[config.mk]
export PLATFORM = sky130hd
export DESIGN_NAME = spi_master_multi
export DESIGN_NICKNAME = d
export VERILOG_FILES = /design/src/rtl/spi_master_multi.sv
export SDC_FILE = /design/constraint.sdc
export NUM_CORES = 1
export LEC_CHECK = 0
export CAP_MARGIN = 15
export CORE_MARGIN = 1
export CORE_UTILIZATION = 45
export CTS_BUF_LIST = sky130_fd_sc_hd__clkbuf_8
export CTS_CLUSTER_DIAMETER = 50
export DETAILED_ROUTE_END_ITERATION = 6
export PLACE_DENSITY = 0.66
export SLEW_MARGIN = 20
export SYNTH_ARGS = -nofsm -noshare
export SYNTH_HDL_FRONTEND = slang
export SYNTH_SLANG_ARGS = --single-unit
[constraint.sdc]
create_clock -name clk -period 3.58 [get_ports clk]
set_input_delay 0.895 -clock clk [delete_from_list [all_inputs] [get_ports clk]]
set_output_delay 0.895 -clock clk [all_outputs]
set_load 0.01 [all_outputs]
[src/rtl/spi_master_multi.sv]
// spi_master_multi: SPI master engine with per-frame CPOL/CPHA, SCLK divider,
// bit order and chip-select index. A multi-word frame keeps its chip select
// low until the word flagged tx_last has been shifted.
// Build option SPI_MISO_SYNC_EN: MISO passes through a 2-FF synchroniser and
// each sample is taken 2 clk cycles after its SCLK edge (needs cfg_div >= 2).
module spi_master_multi #(
  parameter int unsigned DATA_W = 8,
  parameter int unsigned NUM_CS = 4,
  parameter int unsigned DIV_W  = 16,
  localparam int unsigned CS_W  = (NUM_CS > 1) ? $clog2(NUM_CS) : 1
) (
  input  logic              clk,
  input  logic              rst,
  input  logic              cfg_cpol,
  input  logic              cfg_cpha,
  input  logic              cfg_lsb_first,
  input  logic [DIV_W-1:0]  cfg_div,
  input  logic [CS_W-1:0]   cfg_cs_sel,
  input  logic [DATA_W-1:0] tx_data,
  input  logic              tx_last,
  input  logic              tx_valid,
  output logic              tx_ready,
  output logic [DATA_W-1:0] rx_data,
  output logic              rx_valid,
  output logic              busy,
  output logic              spi_clk,
  output logic [NUM_CS-1:0] spi_cs_n,
  output logic              spi_mosi,
  input  logic              spi_miso
);

  localparam int unsigned NEDGE = 2 * DATA_W;
  localparam int unsigned EC_W  = $clog2(NEDGE + 1);

  typedef enum logic [2:0] {
    IDLE,
    SETUP,
    SHIFT,
    WAIT,
    HOLD,
    GAP
  } state_t;

  state_t              state_q;
  logic [DIV_W-1:0]    cnt_q;
  logic [EC_W-1:0]     edge_q;
  logic                cpha_q;
  logic                lsb_q;
  logic [DIV_W-1:0]    div_q;
  logic                last_q;
  logic [DATA_W-1:0]   tx_sh_q;
  logic [DATA_W-1:0]   rx_sh_q;
  logic                spi_clk_q;
  logic [NUM_CS-1:0]   spi_cs_n_q;
  logic                spi_mosi_q;
  logic                tx_ready_q;
  logic [DATA_W-1:0]   rx_data_q;
  logic                rx_valid_q;
  logic                busy_q;

  logic                accept_c;
  logic                tick_c;
  logic                edge_fire_c;
  logic [EC_W-1:0]     edge_d;
  logic                odd_c;
  logic                final_c;
  logic                sample_edge_c;
  logic                shift_edge_c;
  logic                done_edge_c;
  logic                samp_c;
  logic                samp_bit_c;
  logic                done_c;
  logic [DATA_W-1:0]   rx_sh_d;
  logic [NUM_CS-1:0]   cs_dec_c;

  // Bit presented next on MOSI for the chosen ordering.
  function automatic logic first_bit(input logic [DATA_W-1:0] d, input logic lsb);
    return lsb ? d[0] : d[DATA_W-1];
  endfunction

  // Drop the bit just presented on MOSI.
  function automatic logic [DATA_W-1:0] shift_out(input logic [DATA_W-1:0] d,
                                                  input logic lsb);
    return lsb ? (d >> 1) : (d << 1);
  endfunction

  // Insert a sampled MISO bit so the word assembles in transmit order.
  function automatic logic [DATA_W-1:0] shift_in(input logic [DATA_W-1:0] d,
                                                 input logic b, input logic lsb);
    return lsb ? {b, d[DATA_W-1:1]} : {d[DATA_W-2:0], b};
  endfunction

  // Edge bookkeeping: which SCLK edge fires now and what it does.
  always_comb begin
    accept_c      = tx_valid && tx_ready_q;
    tick_c        = (cnt_q == '0);
    edge_fire_c   = tick_c && ((state_q == SETUP) || (state_q == SHIFT));
    edge_d        = edge_q + EC_W'(1);
    odd_c         = edge_d[0];
    final_c       = (edge_d == EC_W'(NEDGE));
    sample_edge_c = edge_fire_c && (cpha_q ? !odd_c : odd_c);
    shift_edge_c  = edge_fire_c && (cpha_q ? odd_c : (!odd_c && !final_c));
    done_edge_c   = edge_fire_c && final_c;
  end

  // One-hot active-low decode of the requested chip select; out of range selects none.
  always_comb begin
    cs_dec_c = '1;
    for (int unsigned i = 0; i < NUM_CS; i++) begin
      if (cfg_cs_sel == CS_W'(i)) cs_dec_c[i] = 1'b0;
    end
  end

`ifdef SPI_MISO_SYNC_EN
  logic       miso_s1_q;
  logic       miso_s2_q;
  logic [1:0] samp_pipe_q;
  logic [1:0] done_pipe_q;

  // MISO synchroniser plus matching 2-cycle delay of sample/done strobes.
  always_ff @(posedge clk) begin
    if (rst) begin
      miso_s1_q   <= 1'b0;
      miso_s2_q   <= 1'b0;
      samp_pipe_q <= '0;
      done_pipe_q <= '0;
    end else begin
      miso_s1_q   <= spi_miso;
      miso_s2_q   <= miso_s1_q;
      samp_pipe_q <= {samp_pipe_q[0], sample_edge_c};
      done_pipe_q <= {done_pipe_q[0], done_edge_c};
    end
  end

  assign samp_c     = samp_pipe_q[1];
  assign samp_bit_c = miso_s2_q;
  assign done_c     = done_pipe_q[1];
`else
  assign samp_c     = sample_edge_c;
  assign samp_bit_c = spi_miso;
  assign done_c     = done_edge_c;
`endif

  // Receive shift register next value.
  always_comb begin
    rx_sh_d = rx_sh_q;
    if (samp_c) rx_sh_d = shift_in(rx_sh_q, samp_bit_c, lsb_q);
  end

  // Frame FSM with registered pad and handshake outputs.
  always_ff @(posedge clk) begin
    if (rst) begin
      state_q    <= IDLE;
      cnt_q      <= '0;
      edge_q     <= '0;
      cpha_q     <= 1'b0;
      lsb_q      <= 1'b0;
      div_q      <= '0;
      last_q     <= 1'b0;
      tx_sh_q    <= '0;
      rx_sh_q    <= '0;
      spi_clk_q  <= 1'b0;
      spi_cs_n_q <= '1;
      spi_mosi_q <= 1'b0;
      tx_ready_q <= 1'b0;
      rx_data_q  <= '0;
      rx_valid_q <= 1'b0;
      busy_q     <= 1'b0;
    end else begin
      rx_valid_q <= 1'b0;
      rx_sh_q    <= rx_sh_d;
      if (done_c) begin
        rx_data_q  <= rx_sh_d;
        rx_valid_q <= 1'b1;
      end

      case (state_q)
        IDLE: begin
          spi_clk_q  <= cfg_cpol;
          tx_ready_q <= 1'b1;
          busy_q     <= 1'b0;
          if (accept_c) begin
            cpha_q     <= cfg_cpha;
            lsb_q      <= cfg_lsb_first;
            div_q      <= cfg_div;
            last_q     <= tx_last;
            cnt_q      <= cfg_div;
            edge_q     <= '0;
            spi_cs_n_q <= cs_dec_c;
            tx_ready_q <= 1'b0;
            busy_q     <= 1'b1;
            if (!cfg_cpha) begin
              spi_mosi_q <= first_bit(tx_data, cfg_lsb_first);
              tx_sh_q    <= shift_out(tx_data, cfg_lsb_first);
            end else begin
              tx_sh_q    <= tx_data;
            end
            state_q <= SETUP;
          end
        end

        // SETUP's tick is the first SCLK edge, so CS leads it by one half-period.
        SETUP, SHIFT: begin
          if (!tick_c) begin
            cnt_q <= cnt_q - DIV_W'(1);
          end else begin
            cnt_q     <= div_q;
            spi_clk_q <= ~spi_clk_q;
            edge_q    <= edge_d;
            if (shift_edge_c) begin
              spi_mosi_q <= first_bit(tx_sh_q, lsb_q);
              tx_sh_q    <= shift_out(tx_sh_q, lsb_q);
            end
            if (final_c) begin
              state_q    <= last_q ? HOLD : WAIT;
              tx_ready_q <= !last_q;
            end else begin
              state_q <= SHIFT;
            end
          end
        end

        WAIT: begin
          if (accept_c) begin
            last_q     <= tx_last;
            cnt_q      <= div_q;
            edge_q     <= '0;
            tx_ready_q <= 1'b0;
            if (!cpha_q) begin
              spi_mosi_q <= first_bit(tx_data, lsb_q);
              tx_sh_q    <= shift_out(tx_data, lsb_q);
            end else begin
              tx_sh_q    <= tx_data;
            end
            state_q <= SHIFT;
          end
        end

        HOLD: begin
          if (!tick_c) begin
            cnt_q <= cnt_q - DIV_W'(1);
          end else begin
            cnt_q      <= div_q;
            spi_cs_n_q <= '1;
            state_q    <= GAP;
          end
        end

        GAP: begin
          if (!tick_c) begin
            cnt_q <= cnt_q - DIV_W'(1);
          end else begin
            tx_ready_q <= 1'b1;
            busy_q     <= 1'b0;
            state_q    <= IDLE;
          end
        end

        default: begin
          state_q <= IDLE;
        end
      endcase
    end
  end

  assign tx_ready = tx_ready_q;
  assign rx_data  = rx_data_q;
  assign rx_valid = rx_valid_q;
  assign busy     = busy_q;
  assign spi_clk  = spi_clk_q;
  assign spi_cs_n = spi_cs_n_q;
  assign spi_mosi = spi_mosi_q;

endmodule

# After elaboration in Yosys (flattened, before gate mapping)
# Cells that the tools add are included.
[op_classes]
n_addsub = 2
eq_ne = 20
muxes = 59
bitwise = 1
n_reduce_logical = 34
[op_table]
columns = ["operator", "count"]
rows = [
  ["8-bit 2-to-1 mux", 11],
  ["16-bit 2-to-1 mux", 4],
  ["16-bit one-hot mux with 4 select lines", 1],
  ["1-bit 2-to-1 mux", 24],
  ["8-bit one-hot mux with 3 select lines", 1],
  ["3-bit 2-to-1 mux", 7],
  ["2-bit != test (second input constant)", 10],
  ["16-bit logical NOT", 1],
  ["16-bit by 1-bit subtractor with 16-bit output (second input constant)", 1],
  ["3-bit one-hot mux with 5 select lines", 1],
  ["5-bit AND reduction", 3],
  ["5-bit 2-to-1 mux", 2],
  ["5-bit one-hot mux with 2 select lines", 1],
  ["4-bit 2-to-1 mux", 2],
  ["4-bit one-hot mux with 2 select lines", 1],
  ["2-bit AND reduction", 4],
  ["2-bit nonzero test", 4],
  ["4-bit nonzero test", 2],
  ["7-bit AND reduction", 1],
  ["3-bit by 2-bit == test with 1-bit output (second input constant)", 2],
  ["3-bit == test (second input constant)", 2],
  ["1-bit logical AND", 6],
  ["3-bit AND reduction", 2],
  ["5-bit by 1-bit adder with 5-bit output (second input constant)", 1],
  ["17 further kinds", 22],
]
[totals]
register_bits = 76
inputBits = 34
out_inout_bits = 17
word_cells = 132

# Logic depth before layout (Yosys ltp)
# Gate-level depths: netlist (run 1).
[logic_depth]
ltp_word = 9
mapped_depth = 9
mapped_depth_nobuf = 8

# Worst setup path before layout (run 1)
# OpenSTA, ideal clock, no wires.
[synth_timing]
path_kind = "reg2reg"
startpoint = "reg cnt_q[0]"
endpoint = "reg spi_mosi_q, in the netlist spi_mosi"
setup_ps = 74
t_arrival_ps = 2720
required_ps = 3506
setup_slack_ps = 786
path_stages_with_launch = 10
n_path_buf = 1
period_less_slack_ps = 2794
path_cell_list = "dfxtp_1 > inv_1 > ha_1 > or3b_2 > or4_4 > or3_4 > a211o_1 > buf_6 > a2111o_1 > o21ai_0"
[synth_between]
elab_chain_cells = 5
word_cells_on_any_way = 6
cone_classes = "eq/ne: 2; reduce/logical: 4"
[synth_lines]
columns = ["element", "line", "rtl"]
rows = [
  ["start: declaration", "45", "logic [DIV_W-1:0] cnt_q;"],
  ["start signal: assignment", "187", "cnt_q <= cfg_div;"],
  ["start signal: assignment", "205", "cnt_q <= cnt_q - DIV_W'(1);"],
  ["start signal: assignment", "207", "cnt_q <= div_q;"],
  ["16-bit logical NOT (*)", "96", "tick_c = (cnt_q == '0);"],
  ["1-bit logical AND", "97", "edge_fire_c = tick_c && ((state_q == SETUP) || (state_q == SHIFT));"],
  ["1-bit logical AND", "102", "shift_edge_c = edge_fire_c && (cpha_q ? odd_c : (!odd_c && !final_c));"],
  ["2-bit != test (no line)", "--", ""],
  ["7-bit AND reduction (no line) (*)", "--", ""],
  ["end signal: assignment", "193", "spi_mosi_q <= first_bit(tx_data, cfg_lsb_first);"],
  ["end signal: assignment", "211", "spi_mosi_q <= first_bit(tx_sh_q, lsb_q);"],
  ["end signal: assignment", "230", "spi_mosi_q <= first_bit(tx_data, lsb_q);"],
  ["end: declaration", "55", "logic spi_mosi_q;"],
]
# Mark *: on every way between the ends. The rest lies on a longest branch, timed or not.
# A chain may end at the register's enable or synchronous reset.

# Final worst setup path (run 1)
[layout_timing]
startpoint = "reg cnt_q[0]"
endpoint = "reg tx_sh_q[7]"
[layout_between]
elab_chain_cells = 5
word_cells_on_any_way = 6
cone_classes = "eq/ne: 2; reduce/logical: 4"
[layout_lines]
columns = ["element", "line", "rtl"]
rows = [
  ["16-bit logical NOT (*)", "96", ""],
  ["1-bit logical AND", "97", ""],
  ["1-bit logical AND", "102", ""],
  ["2-bit != test (no line)", "--", ""],
  ["5-bit AND reduction (no line) (*)", "--", ""],
  ["end signal: assignment", "194", "tx_sh_q <= shift_out(tx_data, cfg_lsb_first);"],
  ["end signal: assignment", "196", "tx_sh_q <= tx_data;"],
  ["end signal: assignment", "212", "tx_sh_q <= shift_out(tx_sh_q, lsb_q);"],
  ["end: declaration", "51", "logic [DATA_W-1:0] tx_sh_q;"],
]
# Marks and branches as above.

==> flow_summary.html, run 1 <==
<table>
<tr><th>Metric</th><th>Value</th></tr>
<tr><th colspan="2">Layout</th></tr>
<tr><td>Leading cell types in the layout, fill and taps excluded</td><td>sky130_fd_sc_hd__nand2_1, sky130_fd_sc_hd__dfxtp_1, sky130_fd_sc_hd__a21oi_1</td></tr>
<tr><td>Antenna cell count</td><td>0</td></tr>
<tr><td>Fin cells</td><td>776</td></tr>
<tr><td>Most common library cell in the layout ignoring fill and taps</td><td>sky130_fd_sc_hd__nand2_1</td></tr>
<tr><td>Number of nets at the end of the flow</td><td>just under 700</td></tr>
<tr><td>Relative area change from synthesis to final layout</td><td>17.6%</td></tr>
<tr><td>Fraction of final layout cells with drive strength greater than 1</td><td>under 10%</td></tr>
<tr><th colspan="2">Clock network</th></tr>
<tr><td>Clock Tree Root</td><td>sky130_fd_sc_hd__clkbuf_8</td></tr>
<tr><td>Setup bufs post-CTS</td><td>0</td></tr>
<tr><td>H-tree depth</td><td>3</td></tr>
<tr><td>Number of gates resized after cts</td><td>0</td></tr>
<tr><td>CTS tree</td><td>done</td></tr>
<tr><td>Clock Latency Late Sink</td><td>between 0.3 and 0.4 ns</td></tr>
<tr><td>Worst-case clock buffer depth</td><td>2</td></tr>
<tr><td>Count of hold buffers inserted by post-cts repair</td><td>0</td></tr>
<tr><td>CTS Buf Count</td><td>9</td></tr>
<tr><td>Clock slew seen by the registers of the worst setup and hold paths</td><td>roughly 0.09 ns</td></tr>
<tr><td>Clk sinks</td><td>76</td></tr>
<tr><th colspan="2">Critical path</th></tr>
<tr><td>Origin of the critical flop-to-flop path</td><td>cnt_q[0]$_SDFFE_PP0P_</td></tr>
<tr><td>Slowest-stage cell, CP</td><td>sky130_fd_sc_hd__a211oi_2</td></tr>
<tr><td>Top cell family by delay on the critical path</td><td>simple AND/OR/NAND/NOR gates</td></tr>
<tr><td>Crit path to</td><td>tx_sh_q[7]$_SDFFE_PP0P_</td></tr>
<tr><td>R2r setup slk</td><td>slightly below 0.6 ns</td></tr>
<tr><td>Worst path arrival time</td><td>3.24 ns</td></tr>
<tr><td>Critical Setup Path Class</td><td>reg2reg</td></tr>
<tr><td>Startpoint types</td><td>register</td></tr>
<tr><td>Reg-to-reg critical path endpoint</td><td>tx_sh_q[7]$_SDFFE_PP0P_</td></tr>
<tr><td>WP data required</td><td>about 3.8 ns</td></tr>
<tr><td>Crit-path max FO</td><td>9</td></tr>
<tr><td>Critical path buffers and inverters</td><td>1</td></tr>
<tr><td>Crit end category</td><td>register</td></tr>
<tr><td>Highest cell delay on the worst timing path</td><td>between 0.5 and 0.6 ns</td></tr>
<tr><td>Worst Reg-to-Reg Cells</td><td>8</td></tr>
<tr><td>WP depth</td><td>8</td></tr>
<tr><td>Origin of the worst setup path</td><td>cnt_q[0]$_SDFFE_PP0P_</td></tr>
<tr><td>Cells along the critical path</td><td>inv_1, ha_1, or3b_2, or4_4, or3_4, a211oi_2, o221ai_1, o311a_1</td></tr>
<tr><th colspan="2">STA</th></tr>
<tr><td>Final worst path period share</td><td>between 80% and 90%</td></tr>
<tr><td>Final critical delay including setup and external delays</td><td>between 2 and 3 ns</td></tr>
<tr><td>Worst-case clock skew</td><td>roughly 0.008 ns</td></tr>
<tr><td>Slew HR</td><td>about two fifths</td></tr>
<tr><td>Final hold violation count</td><td>0</td></tr>
<tr><td>Final number of setup-violating endpoints</td><td>0</td></tr>
<tr><td>Maximum clock frequency</td><td>335 MHz</td></tr>
<tr><td>Slew at the pin closest to its max-slew limit</td><td>about 0.9 ns</td></tr>
<tr><td>Setup repair after global routing missed its margin</td><td>no</td></tr>
<tr><td>Max Slew Vio Count</td><td>0</td></tr>
<tr><td>Setup tns final</td><td>0 ns</td></tr>
<tr><th colspan="2">Die</th></tr>
<tr><td>Die ar.</td><td>roughly 0.011 sq mm</td></tr>
<tr><td>Die span in y</td><td>between 100 and 150 um</td></tr>
<tr><td>Area of the placeable core</td><td>between 0.009 and 0.01 sq mm</td></tr>
<tr><td>Die W</td><td>103 um</td></tr>
<tr><td>Starting density of the core</td><td>between 40% and 50%</td></tr>
<tr><td>Placement row count</td><td>36</td></tr>
<tr><td>Boundary Pins</td><td>51</td></tr>
<tr><th colspan="2">Synth</th></tr>
<tr><td>Synthesized netlist net count</td><td>~640</td></tr>
<tr><td>Predominant post-synthesis flop cell</td><td>sky130_fd_sc_hd__dfxtp_1</td></tr>
<tr><td>Total number of yosys warnings</td><td>0</td></tr>
<tr><td>Leading cell types by total area after synthesis</td><td>sky130_fd_sc_hd__dfxtp_1, sky130_fd_sc_hd__nand2_1, sky130_fd_sc_hd__a21oi_1</td></tr>
<tr><td>Post-synth top area share</td><td>roughly 33%</td></tr>
<tr><td>Post-Synthesis Cell Area</td><td>between 0.004 and 0.005 sq mm</td></tr>
<tr><td>Post-synthesis sequential element count</td><td>76</td></tr>
<tr><td>Mean area per synthesized cell</td><td>about 7.6 sq um</td></tr>
<tr><td>Post-synthesis async set-or-reset flop share</td><td>0%</td></tr>
<tr><td>Post-Syn Instances</td><td>607</td></tr>
<tr><td>Post-synthesis sequential area ratio</td><td>33.2%</td></tr>
<tr><td>Area leader, netlist</td><td>sky130_fd_sc_hd__dfxtp_1</td></tr>
<tr><td>Unique cell type count in the Yosys netlist</td><td>69</td></tr>
<tr><td>Number of enable-type register cells in the synthesized netlist</td><td>0</td></tr>
<tr><th colspan="2">Placed design</th></tr>
<tr><td>Buffers on Ports</td><td>50</td></tr>
<tr><td>Placed cell count</td><td>760</td></tr>
<tr><td>Total half-perimeter wirelength after legalization and detailed placement</td><td>9.42 mm</td></tr>
<tr><td>Routability Congestion</td><td>approximately 0.95</td></tr>
<tr><th colspan="2">Job</th></tr>
<tr><td>Max cap viols</td><td>0</td></tr>
<tr><th colspan="2">Outcome</th></tr>
<tr><td>Result of the run</td><td>complete, no violations</td></tr>
<tr><th colspan="2">Pwr</th></tr>
<tr><td>Worst voltage drop across the vdd grid</td><td>between 0.3 and 0.4 mV</td></tr>
<tr><td>LEAKAGE</td><td>~1.8 nW</td></tr>
<tr><td>Power Dens Cells</td><td>around 690 mW/mm^2</td></tr>
<tr><th colspan="2">Detailed routing</th></tr>
<tr><td>Routed wirelength normalized by instance count</td><td>17.2 um</td></tr>
<tr><td>Initial DRC count</td><td>between 300 and 400</td></tr>
<tr><td>Vias after detailed routing</td><td>around 4800</td></tr>
<tr><td>Wirelength, routed</td><td>13.4 mm</td></tr>
<tr><td>Vias/cell</td><td>roughly 6.1</td></tr>
<tr><td>Post-detailed-route count of antenna-violating nets</td><td>0</td></tr>
<tr><td>DRC</td><td>0</td></tr>
<tr><td>DRT Pass-1 Iters</td><td>5</td></tr>
<tr><th colspan="2">Global routing</th></tr>
<tr><td>Busiest grt layer</td><td>met2</td></tr>
<tr><td>Vias in the first global route</td><td>between 4000 and 5000</td></tr>
<tr><td>Pin count of the biggest net entering global routing</td><td>44</td></tr>
<tr><td>Global-route wire length before repair</td><td>roughly 22 mm</td></tr>
<tr><td>GRT met3 Usage</td><td>4.14%</td></tr>
<tr><td>Global-route usage over all layers</td><td>a little over a quarter</td></tr>
<tr><td>Grt ovf</td><td>0</td></tr>
<tr><td>Antenna violations before repair</td><td>0</td></tr>
<tr><td>Grt met2 use</td><td>a little under half</td></tr>
<tr><td>Met1 Resource Use GR</td><td>between 30% and 40%</td></tr>
<tr><th colspan="2">Worst hold path</th></tr>
<tr><td>Type of the most critical hold path</td><td>reg2reg</td></tr>
</table>
[synth_stat cells (all sizes together), types with 5 or more instances]
| library cell | count |
|---|---|
| nand3 | 23 |
| or3 | 10 |
| clkbuf | 44 |
| o221ai | 9 |
| o21ai | 59 |
| mux2i | 19 |
| a221oi | 14 |
| nand2 | 99 |
| inv | 10 |
| nor3 | 20 |
| a21oi | 60 |
| nor2 | 30 |
| a22oi | 11 |
| and2 | 12 |
| or4 | 8 |
| nor2b | 5 |
| a211oi | 6 |
| dfxtp | 76 |
[cell families (layout without fill, tap and decap cells)]
group	count (synthesis)	in the layout	share of synthesized area (%)
and+or+nand+nor	237	237	25.6
AOI/OAI and AO/OA	202	202	28.4
DFF	76	76	33.2
buffers and inverters	56	92	4.83
muxes	23	23	5.13
xor gates and xnor gates	8	8	1.53
adders and majority gates	5	5	1.26
[cell type report]
cell class	count	area (sq um)
Tap cell	133	166
Fill cell	961	4430
Sequential cell	76	1520
Clock buffer	9	124
Inverter	10	37.5
Timing Repair Buffer	66	616
Multi-Input combinational cell	475	2840
Clock inverter	7	82.6
[flip-flops by register name (all words and copies together) (netlist names)]
register,cells
busy,1
cnt_q,16
cpha_q,1
div_q,16
edge_q,5
last_q,1
lsb_q,1
rx_data,8
rx_sh_q,8
rx_valid,1
spi_clk,1
spi_cs_n,4
spi_mosi,1
state_q,3
tx_ready,1
tx_sh_q,8
[through the flow]
step | total power, mW | area, sq um | utilization, % | hold slack (ns) | setup slack [ns]
6_report | 3.74 | 5390 | 54.9 | 0.455 | 0.597
3_3_place_gp | 2.97 | 5180 | 52.8 | 0.441 | 0.692
3_5_place_dp | 3.00 | 5180 | 52.8 | 0.445 | 0.644
2_1_floorplan | 2.47 | 4580 | - | 0.436 | 0.786
5_1_grt | 3.99 | 5390 | 54.9 | 0.482 | 0.379
4_1_cts | 3.72 | 5390 | 54.9 | 0.459 | 0.630
[worst min-delay path by stage]
stage                               to  cells past startpoint  slack (ns)                     from
6_report       rx_data[6]$_SDFFE_PP0P_                      2        0.45  rx_data[6]$_SDFFE_PP0P_
5_1_grt        rx_data[6]$_SDFFE_PP0P_                      2        0.48  rx_data[6]$_SDFFE_PP0P_
4_1_cts        rx_data[6]$_SDFFE_PP0P_                      2        0.46  rx_data[6]$_SDFFE_PP0P_
3_5_place_dp   rx_data[6]$_SDFFE_PP0P_                      2        0.45  rx_data[6]$_SDFFE_PP0P_
3_3_place_gp   rx_data[7]$_SDFFE_PP0P_                      2        0.44  rx_data[7]$_SDFFE_PP0P_
2_1_floorplan    div_q[7]$_SDFFE_PP0P_                      2        0.44    div_q[7]$_SDFFE_PP0P_
[worst register-to-register path, stage by stage (launching register included)]
cell and delay [ns]:
sky130_fd_sc_hd__dfxtp_1 0.33, sky130_fd_sc_hd__inv_1 0.13, sky130_fd_sc_hd__ha_1 0.18, sky130_fd_sc_hd__or3b_2 0.47
sky130_fd_sc_hd__or4_4 0.50, sky130_fd_sc_hd__or3_4 0.38, sky130_fd_sc_hd__a211oi_2 0.54, sky130_fd_sc_hd__o221ai_1 0.18
sky130_fd_sc_hd__o311a_1 0.15
[power by group]
part	switching [mW]	leakage, nW	internal [mW]	total (mW)
registers	0.183	0.619	1.00	1.18
clock network	0.385	0.104	0.336	0.721
logic	1.13	1.08	0.710	1.84
total	1.70	1.80	2.05	3.74
[per-layer routing]
| metal | wire length [um] | part of all wire, % |
|---|---|---|
| met1 | 5860 | 44 |
| met2 | 6560 | 49 |
| met3 | 662 | 5.0 |
| met4 | 282 | 2.1 |
| met5 | 0 | 0 |
No activity file was read; power rests on OpenSTA's default activity.
==> run 2: changes to the inputs <==
--- a/config.mk
+++ b/config.mk
@@ -11,7 +11,7 @@
 export CTS_BUF_LIST = sky130_fd_sc_hd__clkbuf_8
 export CTS_CLUSTER_DIAMETER = 50
 export DETAILED_ROUTE_END_ITERATION = 6
-export PLACE_DENSITY = 0.66
+export PLACE_DENSITY = 0.69
 export SLEW_MARGIN = 20
 export SYNTH_ARGS = -nofsm -noshare
 export SYNTH_HDL_FRONTEND = slang
==> constraint.sdc (replaced) <==
create_clock -name clk -period 2.57 [get_ports clk]
set_input_delay 0.6425 -clock clk [delete_from_list [all_inputs] [get_ports clk]]
set_output_delay 0.6425 -clock clk [all_outputs]
set_load 0.01 [all_outputs]
==> flow_summary.html, run 2 (same netlist as run 1, synthesis figures left out) <==
<table>
<tr><th>Metric</th><th>Value</th></tr>
<tr><th colspan="2">STA</th></tr>
<tr><td>Final number of setup-violating endpoints</td><td>2 (was 0)</td></tr>
<tr><td>Slew HR</td><td>51.2% (was 40.8%)</td></tr>
<tr><td>Max Slew Vio Count</td><td>0 (unchanged)</td></tr>
<tr><td>Worst-case clock skew</td><td>0.00888 ns (was 0.00800 ns)</td></tr>
<tr><td>Setup repair after global routing missed its margin</td><td>yes (was no)</td></tr>
<tr><td>Final critical delay including setup and external delays</td><td>2.57 ns (was 2.98 ns)</td></tr>
<tr><td>Final worst path period share</td><td>100% (was 83.3%)</td></tr>
<tr><td>Final hold violation count</td><td>0 (unchanged)</td></tr>
<tr><td>Min setup slack post-route</td><td>-0.00330 ns (was 0.597 ns)</td></tr>
<tr><td>Slew at the pin closest to its max-slew limit</td><td>0.731 ns (was 0.885 ns)</td></tr>
<tr><td>Maximum clock frequency</td><td>389 MHz (was 335 MHz)</td></tr>
<tr><th colspan="2">Die</th></tr>
<tr><td>Boundary Pins</td><td>51 (unchanged)</td></tr>
<tr><td>Die ar.</td><td>0.0106 sq mm (unchanged)</td></tr>
<tr><td>Area of the placeable core</td><td>0.00982 sq mm (unchanged)</td></tr>
<tr><td>Placement row count</td><td>36 (unchanged)</td></tr>
<tr><td>Die span in y</td><td>103 um (unchanged)</td></tr>
<tr><td>Die W</td><td>103 um (unchanged)</td></tr>
<tr><td>Starting density of the core</td><td>46.7% (unchanged)</td></tr>
<tr><th colspan="2">Layout</th></tr>
<tr><td>Relative area change from synthesis to final layout</td><td>28.0% (was 17.6%)</td></tr>
<tr><td>Fraction of final layout cells with drive strength greater than 1</td><td>18.6% (was 8.09%)</td></tr>
<tr><td>Register Area</td><td>0.00153 sq mm (was 0.00152 sq mm)</td></tr>
<tr><td>Area of the multi-input gates</td><td>0.00295 sq mm (was 0.00284 sq mm)</td></tr>
<tr><td>Final core occ</td><td>59.8% (was 54.9%)</td></tr>
<tr><td>Filler cell count</td><td>926 (was 961)</td></tr>
<tr><td>Most common library cell in the layout ignoring fill and taps</td><td>sky130_fd_sc_hd__nand2_1 (unchanged)</td></tr>
<tr><td>Leading cell types in the layout, fill and taps excluded</td><td>sky130_fd_sc_hd__nand2_1, sky130_fd_sc_hd__dfxtp_1, sky130_fd_sc_hd__buf_4 (was sky130_fd_sc_hd__nand2_1, sky130_fd_sc_hd__dfxtp_1, sky130_fd_sc_hd__a21oi_1)</td></tr>
<tr><td>Registers with the most flip-flops</td><td>cnt_q: 16 flops, div_q: 16 flops (unchanged)</td></tr>
<tr><td>Antenna cell count</td><td>0 (unchanged)</td></tr>
<tr><td>Number of nets at the end of the flow</td><td>727 (was 675)</td></tr>
<tr><th colspan="2">Critical path</th></tr>
<tr><td>Reg-to-reg critical path endpoint</td><td>cnt_q[0]$_SDFFE_PP0P_ (was tx_sh_q[7]$_SDFFE_PP0P_)</td></tr>
<tr><td>Critical path buffers and inverters</td><td>3 (was 1)</td></tr>
<tr><td>Highest cell delay on the worst timing path</td><td>0.56 ns (was 0.54 ns)</td></tr>
<tr><td>Startpoint types</td><td>register (unchanged)</td></tr>
<tr><td>Worst path arrival time</td><td>2.82 ns (was 3.24 ns)</td></tr>
<tr><td>Cells along the critical path</td><td>or4_4, buf_4, nor4_1, buf_4, nand3_1, buf_4, nand3_1, a221oi_1, a2111oi_2 (was inv_1, ha_1, or3b_2, or4_4, or3_4, a211oi_2, o221ai_1, o311a_1)</td></tr>
<tr><td>Crit-path max FO</td><td>7 (was 9)</td></tr>
<tr><td>WP depth</td><td>9 (was 8)</td></tr>
<tr><td>WP data required</td><td>2.82 ns (was 3.83 ns)</td></tr>
<tr><td>Critical Setup Path Class</td><td>reg2reg (unchanged)</td></tr>
<tr><td>Slowest-stage cell, CP</td><td>sky130_fd_sc_hd__or4_4 (was sky130_fd_sc_hd__a211oi_2)</td></tr>
<tr><td>Crit end category</td><td>register (unchanged)</td></tr>
<tr><td>Most common cell type on the critical path</td><td>sky130_fd_sc_hd__buf_4</td></tr>
<tr><td>Worst Reg-to-Reg Cells</td><td>9 (was 8)</td></tr>
<tr><td>Top cell family by delay on the critical path</td><td>simple AND/OR/NAND/NOR gates (unchanged)</td></tr>
<tr><td>R2r setup slk</td><td>-0.003 ns (was 0.60 ns)</td></tr>
<tr><td>Origin of the critical flop-to-flop path</td><td>cnt_q[10]$_SDFFE_PP0P_ (was cnt_q[0]$_SDFFE_PP0P_)</td></tr>
<tr><th colspan="2">Detailed routing</th></tr>
<tr><td>DRT Pass-1 Iters</td><td>5 (unchanged)</td></tr>
<tr><td>Vias/cell</td><td>6.08 (was 6.12)</td></tr>
<tr><td>Vias after detailed routing</td><td>5036 (was 4750)</td></tr>
<tr><td>Routed length on met2</td><td>7.05 mm (was 6.56 mm)</td></tr>
<tr><td>Initial DRC count</td><td>325 (was 303)</td></tr>
<tr><td>DRC</td><td>0 (unchanged)</td></tr>
<tr><td>Wirelength, routed</td><td>14.3 mm (was 13.4 mm)</td></tr>
<tr><td>Post-detailed-route count of antenna-violating nets</td><td>0 (unchanged)</td></tr>
<tr><td>Met3 routed wirelength</td><td>704 um (was 662 um)</td></tr>
<tr><td>Routed wirelength normalized by instance count</td><td>17.3 um (was 17.2 um)</td></tr>
<tr><td>Top routing layer used</td><td>met4 (unchanged)</td></tr>
<tr><td>Met1 Wirelength</td><td>6.16 mm (was 5.86 mm)</td></tr>
<tr><th colspan="2">Worst hold path</th></tr>
<tr><td>Destination of the worst hold path</td><td>rx_data[1]$_SDFFE_PP0P_ (was rx_data[6]$_SDFFE_PP0P_)</td></tr>
<tr><td>Cell depth of the worst min-delay path</td><td>2 (unchanged)</td></tr>
<tr><td>HP Start</td><td>rx_data[1]$_SDFFE_PP0P_ (was rx_data[6]$_SDFFE_PP0P_)</td></tr>
<tr><td>Type of the most critical hold path</td><td>reg2reg (unchanged)</td></tr>
<tr><th colspan="2">Global routing</th></tr>
<tr><td>Global-route wire length before repair</td><td>22.7 mm (was 21.7 mm)</td></tr>
<tr><td>Grt ovf</td><td>0 (unchanged)</td></tr>
<tr><td>Antenna violations before repair</td><td>0 (unchanged)</td></tr>
<tr><td>Vias in the first global route</td><td>4651 (was 4406)</td></tr>
<tr><td>Global-route usage over all layers</td><td>27.6% (was 26.3%)</td></tr>
<tr><td>Pin count of the biggest net entering global routing</td><td>27 (was 44)</td></tr>
<tr><th colspan="2">Placed design</th></tr>
<tr><td>Post-Place Worst Slack</td><td>-0.0751 ns (was 0.644 ns)</td></tr>
<tr><td>Total half-perimeter wirelength after legalization and detailed placement</td><td>10.4 mm (was 9.42 mm)</td></tr>
<tr><td>Buffers on Ports</td><td>50 (unchanged)</td></tr>
<tr><td>Routability Congestion</td><td>0.974 (was 0.945)</td></tr>
<tr><th colspan="2">Pwr</th></tr>
<tr><td>LEAKAGE</td><td>2.06 nW (was 1.80 nW)</td></tr>
<tr><td>Worst voltage drop across the vdd grid</td><td>0.500 mV (was 0.314 mV)</td></tr>
<tr><td>Post-route total power</td><td>5.64 mW (was 3.74 mW)</td></tr>
<tr><td>Power Dens Cells</td><td>962 mW/mm^2 (was 695 mW/mm^2)</td></tr>
<tr><th colspan="2">Outcome</th></tr>
<tr><td>Result of the run</td><td>complete, but fails checks (was complete, no violations)</td></tr>
<tr><td>Failing checks</td><td>negative setup slack</td></tr>
<tr><th colspan="2">Clock network</th></tr>
<tr><td>Clock Tree Root</td><td>sky130_fd_sc_hd__clkbuf_8 (unchanged)</td></tr>
<tr><td>H-tree depth</td><td>3 (unchanged)</td></tr>
<tr><td>Clk sinks</td><td>76 (unchanged)</td></tr>
<tr><td>Count of hold buffers inserted by post-cts repair</td><td>0 (unchanged)</td></tr>
<tr><td>CTS tree</td><td>done (unchanged)</td></tr>
<tr><td>Clock slew seen by the registers of the worst setup and hold paths</td><td>0.09 ns (about the same)</td></tr>
<tr><td>CTS Buf Count</td><td>9 (unchanged)</td></tr>
<tr><td>Clock Latency Late Sink</td><td>0.36 ns (was 0.37 ns)</td></tr>
<tr><td>Worst-case clock buffer depth</td><td>2 (unchanged)</td></tr>
<tr><th colspan="2">Job</th></tr>
<tr><td>Max cap viols</td><td>0 (unchanged)</td></tr>
</table>
==> run 2: area by class of cell <==
class	count	area share [%]
clock buffer	9	2.11
clock inverter	7	0.746
inverter	10	0.640
multi-input combinational	475	50.2
sequential	76	26.0
tap	133	2.84
timing repair buffer	118	17.4
==> run 2: through the flow <==
stage / area, sq um / cells / setup TNS [ns] / hold WS, ns
finish: 5870 / 828 / -0.00597 / 0.453
global route: 5870 / 828 / -0.330 / 0.468
CTS: 5750 / 823 / -0.0682 / 0.455
detailed placement: 5550 / 805 / -0.237 / 0.443
global placement: 5550 / 805 / 0 / 0.440
floorplan: 4600 / 607 / -0.101 / 0.436
==> run 2: layer usage <==
layer	up-vias	GRT usage [%]
met3	31	5.29
met2	177	47.8
met5	-	0
met1	2401	33.6
li1	2427	-
met4	0	11.3
==> run 2: repair_timing <==
action	4_1_cts	5_1_grt
buffers inserted	1	5
pin swaps	4	2
endpoints found under the setup margin	14	31
resized for setup	7	28
gates cloned	1	0
==> run 2: worst min-delay path: cells and delay by family (launching register included) <==
kind,cells,cell delay [ns]
AO/OA/AOI/OAI,1,0.05
AND/OR/NAND/NOR,1,0.05
flip-flops,1,0.31
==> run 2: worst max path at each step <==
| stage | from | to | slack, ns |
|---|---|---|---|
| 2_1_floorplan | cnt_q[0]$_SDFFE_PP0P_ | spi_mosi$_SDFFE_PP0P_ | -0.04 |
| 3_3_place_gp | cnt_q[10]$_SDFFE_PP0P_ | cnt_q[9]$_SDFFE_PP0P_ | 0.002 |
| 3_5_place_dp | cnt_q[1]$_SDFFE_PP0P_ | cnt_q[4]$_SDFFE_PP0P_ | -0.08 |
| 4_1_cts | cnt_q[10]$_SDFFE_PP0P_ | cnt_q[9]$_SDFFE_PP0P_ | -0.03 |
| 5_1_grt | cnt_q[10]$_SDFFE_PP0P_ | spi_mosi$_SDFFE_PP0P_ | -0.08 |
| 6_report | cnt_q[10]$_SDFFE_PP0P_ | cnt_q[0]$_SDFFE_PP0P_ | -0.003 |
==> run 2: power breakdown <==
group          switching, mW  total, mW  internal [mW]
registers              0.232       1.63           1.40
clock network          0.476      0.821          0.345
logic                   1.79       3.19           1.41
